$ cat src/rtl/divide_f32.sv
// IEEE-754 single-precision divider: restoring mantissa division, fixed 28-cycle latency.
// Optional macro DIVIDE_F32_RNE_EN selects round-to-nearest-even; otherwise results truncate.
module divide_f32 (
    input  logic        clk,
    input  logic        rst,
    input  logic [31:0] num,
    input  logic [31:0] den,
    output logic        rdy,
    output logic [31:0] quo
);

    typedef enum logic [1:0] {StSetup, StDivide, StNorm, StDone} state_e;

    state_e             state_q, state_d;
    logic        [31:0] num_q, den_q;
    logic               sign_q, sign_d;
    logic               spec_q, spec_d;
    logic        [31:0] spec_val_q, spec_val_d;
    logic signed [9:0]  exp_q, exp_d;
    logic        [23:0] mb_q, mb_d;
    logic        [24:0] rem_q, rem_d;
    logic        [25:0] q_q, q_d;
    logic        [4:0]  cnt_q, cnt_d;
    logic               rdy_q, rdy_d;
    logic        [31:0] quo_q, quo_d;

    // Operand decode
    logic [7:0] ea, eb;
    logic       a_zero, b_zero, a_inf, b_inf, a_nan, b_nan;

    always_comb begin
        ea     = num_q[30:23];
        eb     = den_q[30:23];
        a_zero = (ea == 8'd0);
        b_zero = (eb == 8'd0);
        a_inf  = (ea == 8'hFF) && (num_q[22:0] == 23'd0);
        b_inf  = (eb == 8'hFF) && (den_q[22:0] == 23'd0);
        a_nan  = (ea == 8'hFF) && (num_q[22:0] != 23'd0);
        b_nan  = (eb == 8'hFF) && (den_q[22:0] != 23'd0);
    end

    // One restoring-division step
    logic        sub_ok;
    logic [24:0] diff;

    always_comb begin
        sub_ok = (rem_q >= {1'b0, mb_q});
        diff   = rem_q - {1'b0, mb_q};
    end

    // Normalize, round and pack
    logic        [22:0] mant;
    logic        [23:0] mant_r;
    logic signed [9:0]  e_n, e_r;
    logic               round_up;
    logic        [31:0] packed_res;
`ifdef DIVIDE_F32_RNE_EN
    logic               guard, sticky;
`endif

    always_comb begin
        if (q_q[25]) begin
            mant = q_q[24:2];
            e_n  = exp_q + 10'sd127;
        end else begin
            mant = q_q[23:1];
            e_n  = exp_q + 10'sd126;
        end
`ifdef DIVIDE_F32_RNE_EN
        guard    = q_q[25] ? q_q[1] : q_q[0];
        sticky   = (q_q[25] & q_q[0]) | (|rem_q);
        round_up = guard & (sticky | mant[0]);
`else
        round_up = 1'b0;
`endif
        mant_r = {1'b0, mant} + {23'd0, round_up};
        // A carry out of the mantissa leaves mant_r[22:0] at zero and bumps the exponent
        e_r    = e_n + $signed({9'd0, mant_r[23]});
        if (spec_q) begin
            packed_res = spec_val_q;
        end else if (e_r >= 10'sd255) begin
            packed_res = {sign_q, 8'hFF, 23'd0};
        end else if (e_r <= 10'sd0) begin
            packed_res = {sign_q, 31'd0};
        end else begin
            packed_res = {sign_q, e_r[7:0], mant_r[22:0]};
        end
    end

    always_comb begin
        state_d    = state_q;
        sign_d     = sign_q;
        spec_d     = spec_q;
        spec_val_d = spec_val_q;
        exp_d      = exp_q;
        mb_d       = mb_q;
        rem_d      = rem_q;
        q_d        = q_q;
        cnt_d      = cnt_q;
        rdy_d      = 1'b0;
        quo_d      = quo_q;
        unique case (state_q)
            StSetup: begin
                sign_d = num_q[31] ^ den_q[31];
                exp_d  = $signed({2'b00, ea}) - $signed({2'b00, eb});
                rem_d  = a_zero ? 25'd0 : {2'b01, num_q[22:0]};
                mb_d   = {1'b1, den_q[22:0]};
                q_d    = '0;
                cnt_d  = '0;
                spec_d = 1'b1;
                if (a_nan || b_nan || (a_zero && b_zero) || (a_inf && b_inf)) begin
                    spec_val_d = 32'h7FC0_0000;
                end else if (a_inf || b_zero) begin
                    spec_val_d = {num_q[31] ^ den_q[31], 8'hFF, 23'd0};
                end else if (a_zero || b_inf) begin
                    spec_val_d = {num_q[31] ^ den_q[31], 31'd0};
                end else begin
                    spec_d     = 1'b0;
                    spec_val_d = 32'd0;
                end
                state_d = StDivide;
            end
            StDivide: begin
                q_d   = {q_q[24:0], sub_ok};
                rem_d = {(sub_ok ? diff[23:0] : rem_q[23:0]), 1'b0};
                cnt_d = cnt_q + 5'd1;
                if (cnt_q == 5'd25) begin
                    state_d = StNorm;
                end
            end
            StNorm: begin
                quo_d   = packed_res;
                rdy_d   = 1'b1;
                state_d = StDone;
            end
            StDone: begin
                rdy_d = 1'b1;
            end
            default: state_d = StSetup;
        endcase
    end

    always_ff @(posedge clk) begin
        if (rst) begin
            state_q    <= StSetup;
            num_q      <= num;
            den_q      <= den;
            sign_q     <= 1'b0;
            spec_q     <= 1'b0;
            spec_val_q <= 32'd0;
            exp_q      <= '0;
            mb_q       <= '0;
            rem_q      <= '0;
            q_q        <= '0;
            cnt_q      <= '0;
            rdy_q      <= 1'b0;
            quo_q      <= 32'd0;
        end else begin
            state_q    <= state_d;
            sign_q     <= sign_d;
            spec_q     <= spec_d;
            spec_val_q <= spec_val_d;
            exp_q      <= exp_d;
            mb_q       <= mb_d;
            rem_q      <= rem_d;
            q_q        <= q_d;
            cnt_q      <= cnt_d;
            rdy_q      <= rdy_d;
            quo_q      <= quo_d;
        end
    end

    assign rdy = rdy_q;
    assign quo = quo_q;

endmodule

$ cat config.mk
export PLATFORM = sky130hd
export DESIGN_NAME = divide_f32
export DESIGN_NICKNAME = d
export VERILOG_FILES = /design/src/rtl/divide_f32.sv
export SDC_FILE = /design/constraint.sdc
export NUM_CORES = 1
export LEC_CHECK = 0
export CORE_MARGIN = 5
export CORE_UTILIZATION = 45
export CTS_CLUSTER_SIZE = 8
export DETAILED_ROUTE_END_ITERATION = 10
export PLACE_DENSITY = 0.73
export SLEW_MARGIN = 20
export SYNTH_ARGS = -nofsm -noshare
export SYNTH_HDL_FRONTEND = slang
export SYNTH_SLANG_ARGS = --single-unit
$ cat constraint.sdc
create_clock -name clk -period 3.9 [get_ports clk]
set_input_delay 0.39 -clock clk [delete_from_list [all_inputs] [get_ports clk]]
set_output_delay 0.39 -clock clk [all_outputs]
set_load 0.1 [all_outputs]
---- After elaboration in Yosys (flattened, before gate mapping) ----
Index checks and enable logic that the tools add are counted.
cells by class
  add/sub/neg operators ................... 5
  order comparisons ....................... 3
  eq/ne operators ......................... 7
  mux-type cells .......................... 19
  bitwise logic cells ..................... 1
  reductions and logical operators ........ 22
operators by type and width
  operator                                                                count
  32-bit two-way mux                                                      4
  31-bit two-way mux                                                      2
  26-bit case mux with 2 select lines                                     1
  25-bit case mux with 2 select lines                                     1
  24-bit two-way mux                                                      2
  23-bit zero test                                                        2
  23-bit nonzero test                                                     2
  25-bit by 24-bit >= comparator with 1-bit output                        1
  24-bit subtractor                                                       1
  23-bit two-way mux                                                      1
  10-bit by 8-bit adder with 10-bit output, second input constant         2
  8-bit == test, second input constant                                    2
  8-bit zero test                                                         2
  10-bit by 9-bit >= comparator with 1-bit output, second input constant  1
  10-bit by 1-bit <= comparator with 1-bit output, second input constant  1
  10-bit two-way mux                                                      1
  5-bit case mux with 2 select lines                                      1
  8-bit by 8-bit subtractor with 9-bit output                             1
  1-bit logical AND                                                       6
  2-bit case mux with 3 select lines                                      1
  5-bit by 1-bit adder with 5-bit output, second input constant           1
  5-bit == test, second input constant                                    1
  1-bit logical OR                                                        5
  2-bit == test, second input constant                                    2
  10 further kinds                                                        13
storage, ports and cells
  flip-flop bits (word level) ............. 223
  input port bits ......................... 66
  output and inout bits ................... 33
  word-level logic and storage cells ...... 70

---- Longest topological paths before layout ----
Gate-level depths: netlist (run 1).
  word-level depth ........................ 6
  mapped depth ............................ 13
  mapped depth without buffers ............ 12

---- Least setup slack after synthesis (run 1) ----
OpenSTA, ideal clock, no wires.
  path kind ............................... reg2reg
  from .................................... register mb_q[6]
  to ...................................... register rem_q[2]
  setup time .............................. 95 ps
  arrival time ............................ 2,351 ps
  required time ........................... 3,805 ps
  slack ................................... 1,453 ps
  stages on the path, launching flop included .. 12
  buffers on the path ..................... 1
  clock period less this slack ............ 2,447 ps
  cells stage by stage .................... dfxtp_1 -> inv_1 -> ha_1 -> a211o_1 -> o211ai_1 -> a21oi_1 -> o31ai_1 -> nand3_1 -> a21oi_2 -> buf_2 -> a21oi_1 -> a221oi_1
on the way
  longest elaborated chain between the ends .. 3
ends and longest elaborated chain
  item                                              line  text
  start, declared                                   20    logic [23:0] mb_q, mb_d;
  start signal, assigned                            164   mb_q <= mb_d;
  25-bit by 24-bit >= comparator with 1-bit output  47    sub_ok = (rem_q >= {1'b0, mb_q});
  24-bit two-way mux                                125   rem_d = {(sub_ok ? diff[23:0] : rem_q[23:0]), 1'b0};
  25-bit case mux with 2 select lines               102   unique case (state_q)
  end signal, assigned                              165   rem_q <= rem_d;
  end, declared                                     21    logic [24:0] rem_q, rem_d;
No other way between the ends.
A chain may end at the register's enable or synchronous reset.

---- Worst setup path after layout (run 1) ----
  from .................................... register mb_q[6]
  to ...................................... register rem_q[8]
on the way
  longest elaborated chain between the ends .. 3
  elaborated cells on any way between the ends .. 4
  classes of those cells .................. 1 x add/sub; 1 x order compare; 2 x mux
ends and longest elaborated chain
  item                                                                                          line
  24-bit subtractor / 25-bit by 24-bit >= comparator with 1-bit output (equally long branches)  48, 47
  24-bit two-way mux (*)                                                                        125
  25-bit case mux with 2 select lines (*)                                                       102
Every way passes the cells marked *; elsewhere a longest branch is shown, timed or not.

==> flow_summary_export.csv, run 1 <==
group,metric,value,unit
floorplanning,pin_count,99,
finish,layout-drive-gt1-share,6.54,%
route,drtAntennaViolNets,0,
place,port_buffers,98,
synthesis,synth-main-ff-cell,"dfxtp_1",
worst_setup_path,critPathMaxStageDelay,0.37,ns
floorplanning,num_rows,52,
clocking,clockBufferDepth,2,
global_routing,gr-total-overflow,0,
synthesis,netlist_instances,986,
synthesis,ys_warn_count,0,
synthesis,ys_seq_area_share,48.2,%
finish,mostFrequentLayoutCell,"dfxtp_1",
floorplanning,dieArea,23700,um^2
power_and_ir_drop,ir_drop,0.465,mV
route,wl_per_cell,15.5,um
timing,finalSetupViolations,0,
synthesis,synth_xor_area_share,2.62,%
worst_setup_path,critPathKind,"reg -> reg",
finish,n_fill_cell,1822,
route,avgViaCountPerCell,5.43,
worst_setup_path,crit_path_top_delay_cell,"ha_1",
synthesis,yosys.area_share.adder,6.05,%
worst_hold_path,hp-class,"in -> reg",
place,post-dp-hpwl,14.9,mm
timing,hold_viol,0,
timing,fin_crit,2.90,ns
synthesis,synth.distinct_cells,61,
timing,max_slew.worst_pin.slew,0.979,ns
worst_setup_path,crit_fanout,30,
finish,n_antenna_cell,0,
synthesis,netlist_area,9340,um^2
place,pre_cts_slack,1.09,ns
synthesis,synthMuxAreaShare,6.00,%
synthesis,synth-seq-cells,193,
timing,finalWorstSetupSlack,1.00,ns
route,vias,7277,
synthesis,async_flop_share,0,%
clocking,postCtsResizedCells,0,
worst_setup_path,path_cells,"inv_1 > ha_1 > a211o_1 > o211ai_1 > a21oi_1 > o31ai_1 > nand3_1 > a21oi_2 > buf_4 > inv_2 > mux2i_1 > a221oi_1",
floorplanning,die_h,154,um
synthesis,synthSimpleGateAreaFrac,15.9,%
synthesis,synth_compound_gate_area_share,16.6,%
synthesis,synth_top_family_by_area,"compound AO/OA/AOI/OAI gates",
synthesis,avgSynthCellArea,9.48,um^2
power_and_ir_drop,power_density,751,nW/um^2
timing,fmax,0.345,GHz
global_routing,antenna_found_initial,0,
route,first_iter_violations,505,
timing,rsz0062_at_grt,"false",
global_routing,grt_use_total,17.4,%
floorplanning,die_x,154,um
timing,max_slew_margin,34.5,%
clocking,h-tree-depth,4,
global_routing,grt_pass1_vias,6875,
route,drc,0,
clocking,cts_sinks,193,
synthesis,synth_edf_count,64,
worst_setup_path,required,4.23,ns
finish,final_cell_mix,"129 x dfxtp_1, 117 x nor2_1, 101 x a21oi_1",
clocking,insertion_delay,0.43,ns
clocking,cts_buffers,17,
worst_setup_path,crit_arrival,3.23,ns
clocking,cts_hold_buf,0,
global_routing,grt_start_max_net_pins,123,
global_routing,grt_pass1_wl,34.1,mm
finish,area_growth,18.6,%
place,gp_congestion,0.880,
timing,final.setup.tns,0,ns
worst_setup_path,start_kind,"register",
floorplanning,initial_utilization,45.9,%
synthesis,synth.net_count,1096,
floorplanning,coreArea,20400,um^2
clocking,post-cts-setup-buffers,0,
finish,fin_nets,1167,
timing,final.setup_skew,0.0106,ns
timing,drv_slew,0,
run_status,status,"finished, final reports clean",
power_and_ir_drop,p_leak,0.00431,uW
route,drtPass1Iterations,5,
timing,timing.hold.ws,0.431,ns
timing,finalCritPeriodShare,74.3,%
route,finalWirelength,20.8,mm
clocking,cts-root-buf,"clkbuf_16",
clocking,clk_pin_slew,0.07,ns
finish,final_util,54.4,%
worst_setup_path,cp-end-kind,"register",
job,drv_cap,0,
clocking,cts_tree,"built",
-- per-layer routing --
metal	GRT usage [%]	wire (um)	up-vias	share of wire (%)
li1	-	-	3701	-
met1	23.8	9690	3365	47
met2	28.2	9650	188	46
met3	3.18	1070	23	5.2
met4	5.68	349	0	1.7
met5	0	0	-	0
-- flip-flops by register name, summed over array words and instances, names as in the netlist --
| signal | count |
|---|---|
| mb_q | 24 |
| rdy | 1 |
| exp_q | 9 |
| rem_q | 25 |
| spec_val_q | 3 |
| quo | 32 |
| cnt_q | 5 |
| sign_q | 1 |
| den_q | 32 |
| state_q | 2 |
| spec_q | 1 |
| num_q | 32 |
| q_q | 26 |
-- critical path, delay by kind of cell (launching register included) --
kind	cells	cell delay [ns]
adder cells (fa/ha/maj)	1	0.37
AO/OA/AOI/OAI	6	1.32
flip-flops	1	0.35
multiplexers	1	0.14
buffers and inverters	3	0.49
AND/OR/NAND/NOR	1	0.13
-- path summary, 6_finish.rpt --
kind | start | end | slack (ns) | cells after the start
worst max-delay path | mb_q[6] | rem_q[8] | 1.00 | 12
worst min-delay path | rst | mb_q[21] | 0.43 | 2
worst max register to register | mb_q[6] | rem_q[8] | 1.00 | 12
worst min register to register | quo[14] | quo[14] | 0.45 | 2
-- through the flow --
step           total power, uW  area [um^2]  instances
3_5_place_dp              6660        10500       1308
4_1_cts                   8350        11100       1340
2_1_floorplan             5740         9340        986
6_report                  8330        11100       1340
5_1_grt                   8920        11100       1340
3_3_place_gp              6620        10500       1308
-- synth_stat cells (10+ instances only) --
| library cell | count | share of area, % |
|---|---|---|
| ha_1 | 42 | 5.6 |
| nand3_1 | 24 | 1.3 |
| clkbuf_1 | 41 | 1.6 |
| dfxtp_1 | 129 | 28 |
| nand2_1 | 57 | 2.3 |
| nand4_1 | 13 | 0.87 |
| a21oi_1 | 101 | 5.4 |
| xnor2_1 | 18 | 1.7 |
| a31oi_1 | 15 | 1.0 |
| and3_1 | 35 | 2.3 |
| mux2i_1 | 56 | 6.0 |
| xor2_1 | 10 | 0.94 |
| o21ai_1 | 14 | 0.75 |
| a211oi_1 | 12 | 0.96 |
| nor3_1 | 16 | 0.86 |
| inv_1 | 49 | 2.0 |
| a21o_1 | 14 | 1.1 |
| edfxtp_1 | 64 | 21 |
| nor2_1 | 117 | 4.7 |
| o21ai_2 | 20 | 1.9 |
| nor4_1 | 17 | 1.1 |
| o21ai_0 | 15 | 0.80 |
-- cells by family after synthesis --
logic type,after synthesis
xor+xnor,28
simple gates,312
buf+inv,108
compound gates,245
fa+ha+maj,44
mux,56
flops,193
-- report_power, final --
part | switching [uW] | internal [uW] | leakage (uW) | total, uW
Clock | 818 | 849 | 0.000277 | 1670
Sequential | 263 | 2400 | 0.00168 | 2670
Combinational | 2480 | 1510 | 0.00235 | 4000
Total | 3560 | 4760 | 0.00431 | 8330
-- layout make-up --
| cell class | instances | area, um^2 | share of cell area, % |
|---|---|---|---|
| flip-flops and latches | 193 | 4500 | 40.6 |
| clock inverters | 15 | 140 | 1.26 |
| repair buffers | 108 | 1070 | 9.62 |
| multi-input cells | 685 | 4420 | 39.8 |
| well taps | 270 | 338 | 3.05 |
| inverters | 52 | 195 | 1.76 |
| clock buffers | 17 | 425 | 3.84 |
Power figures use the tool's default switching activity.
==> run 2, diff against run 1 <==
PLACE_DENSITY = 0.75   (was 0.73)
clock period = 2.3 ns   (was 3.9 ns; I/O delays follow)
==> run 2 against run 1 <==
The flow now finishes with violations (negative setup slack). Largest power group unchanged. Sequential cell count unchanged. Worst setup slack worse by 1.2 ns. Critical path type unchanged. Critical endpoint is now rem_q[13]. Register-to-register slack got worse by 1.2 ns. Sequential power increased by 71%. Highest routed layer is now met5. Global-route usage grew 3.5 points. Final cell count rose by 9.0%. Die area is the same.
==> flow_summary_export.csv, run 2 (synthesis results as in run 1) <==
group,metric,value,unit
worst_setup_path,crit_family,"compound AO/OA/AOI/OAI gates",
place,port_buffers,98,
floorplanning,initial_utilization,45.9,%
finish,regArea,4520,um^2
global_routing,grt_pass1_wl,40.7,mm
global_routing,grt_use_total,20.9,%
floorplanning,pin_count,99,
global_routing,gr-usage-met2,35.5,%
place,gp_congestion,0.910,
finish,n_fill_cell,1591,
global_routing,antenna_found_initial,1,
route,finalWirelength,25.7,mm
worst_hold_path,hp-class,"in -> reg",
power_and_ir_drop,p_leak,0.00513,uW
worst_setup_path,critPathMaxStageDelay,0.34,ns
finish,fin_nets,1288,
floorplanning,die_x,154,um
run_status,status,"complete, but fails checks",
worst_setup_path,critPathKind,"reg -> reg",
floorplanning,die_h,154,um
worst_setup_path,crit_top_cell,"buf_6",
clocking,cts-root-buf,"clkbuf_16",
route,first_iter_violations,673,
timing,finalCritPeriodShare,109,%
power_and_ir_drop,ir_drop,0.748,mV
floorplanning,coreArea,20400,um^2
timing,rsz0062_at_grt,"true",
timing,fin_crit,2.52,ns
clocking,h-tree-depth,4,
worst_setup_path,crit_arrival,2.84,ns
clocking,insertion_delay,0.44,ns
clocking,cts_hold_buf,0,
global_routing,grt_start_max_net_pins,85,
finish,final_cell_mix,"143 x buf_4, 118 x dfxtp_1, 106 x nor2_1",
timing,hold_viol,0,
global_routing,grt_util_met1,26.6,%
place,post-dp-hpwl,16.6,mm
timing,final.setup_skew,0.0129,ns
timing,final.setup.tns,-2.59,ns
power_and_ir_drop,p_total,18600,uW
route,wl_per_cell,17.6,um
power_and_ir_drop,power_density,1450,nW/um^2
timing,drv_slew,0,
global_routing,grt_use_met3,4.05,%
finish,area_growth,37.4,%
route,drtAntennaViolNets,0,
timing,max_slew_margin,45.4,%
run_status,violations,"negative setup slack",
finish,multi_input_area,5220,um^2
worst_setup_path,cp-end-kind,"register",
worst_setup_path,start_kind,"register",
global_routing,grt_busiest_layer,"met2",
clocking,clockBufferDepth,2,
clocking,cts_tree,"built",
worst_setup_path,crit_fanout,5,
timing,fmax,0.397,GHz
clocking,clk_pin_slew,0.07,ns
finish,layout-drive-gt1-share,30.1,%
global_routing,gr-total-overflow,0,
timing,max_slew.worst_pin.slew,0.817,ns
route,avgViaCountPerCell,5.58,
finish,mostFrequentLayoutCell,"buf_4",
clocking,cts_sinks,193,
timing,finalSetupViolations,30,
finish,final_cell_count_no_fill,1461,
worst_setup_path,required,2.62,ns
finish,final_util,63.0,%
floorplanning,num_rows,52,
route,drc,0,
finish,n_antenna_cell,0,
place,dp.cells,1403,
worst_setup_path,crit_path_top_delay_cell,"dfxtp_2",
worst_setup_path,path_cells,"inv_2 > ha_4 > buf_4 > and3_4 > o211ai_1 > a21oi_2 > o31ai_4 > nand3_2 > a21oi_4 > buf_6 > buf_6 > buf_6 > nor3_2 > mux2i_1 > nand2_1",
route,vias,8156,
clocking,cts_buffers,17,
worst_setup_path,crit_buf_inv,5,
floorplanning,dieArea,23700,um^2
global_routing,grt_pass1_vias,8159,
job,drv_cap,0,
route,drtPass1Iterations,7,
timing,finalWorstSetupSlack,-0.216,ns
## run 2: stage by stage
stage / setup slack (ns) / hold slack (ns) / area, um^2
after floorplan: 0.00209 / 0.329 / 9420
after global placement: -0.223 / 0.440 / 11200
after detailed placement: -0.336 / 0.445 / 11200
after CTS: -0.117 / 0.249 / 12400
after global routing: -0.289 / 0.280 / 12800
final: -0.216 / 0.271 / 12800
## run 2: repair_timing
item / 4_1_cts / 5_1_grt
buffers inserted: 18 / 5
cloned: 5 / 0
gates resized for setup: 100 / 78
endpoints found under the setup margin: 52 / 58
pin swaps: 73 / 71
## run 2: cell type report
| cell class | count | area share, % |
|---|---|---|
| Clock buffer | 19 | 3.53 |
| Clock inverter | 13 | 1.10 |
| Inverter | 52 | 1.58 |
| Multi-Input combinational cell | 688 | 40.6 |
| Sequential cell | 193 | 35.2 |
| Tap cell | 270 | 2.63 |
| Timing Repair Buffer | 226 | 15.3 |
## run 2: path summary, 6_finish.rpt
path	slack, ns	depth (start not counted)	from	end
worst max register to register	-0.22	15	mb_q[6]	rem_q[13]
worst min-delay path	0.27	2	rst	mb_q[14]
worst max-delay path	-0.22	15	mb_q[6]	rem_q[13]
worst min register to register	0.46	2	quo[2]	quo[2]
## run 2: per-layer routing
layer,vias to the layer above,wire length (um)
met2,288,12600
met1,3866,10800
met5,-,13
li1,3935,-
met4,2,659
met3,65,1590
## run 2: report_power, final
group          internal, uW  switching (uW)
sequential             4090             484
combinational          5030            5980
clock                  1510            1460
total                 10600            7920
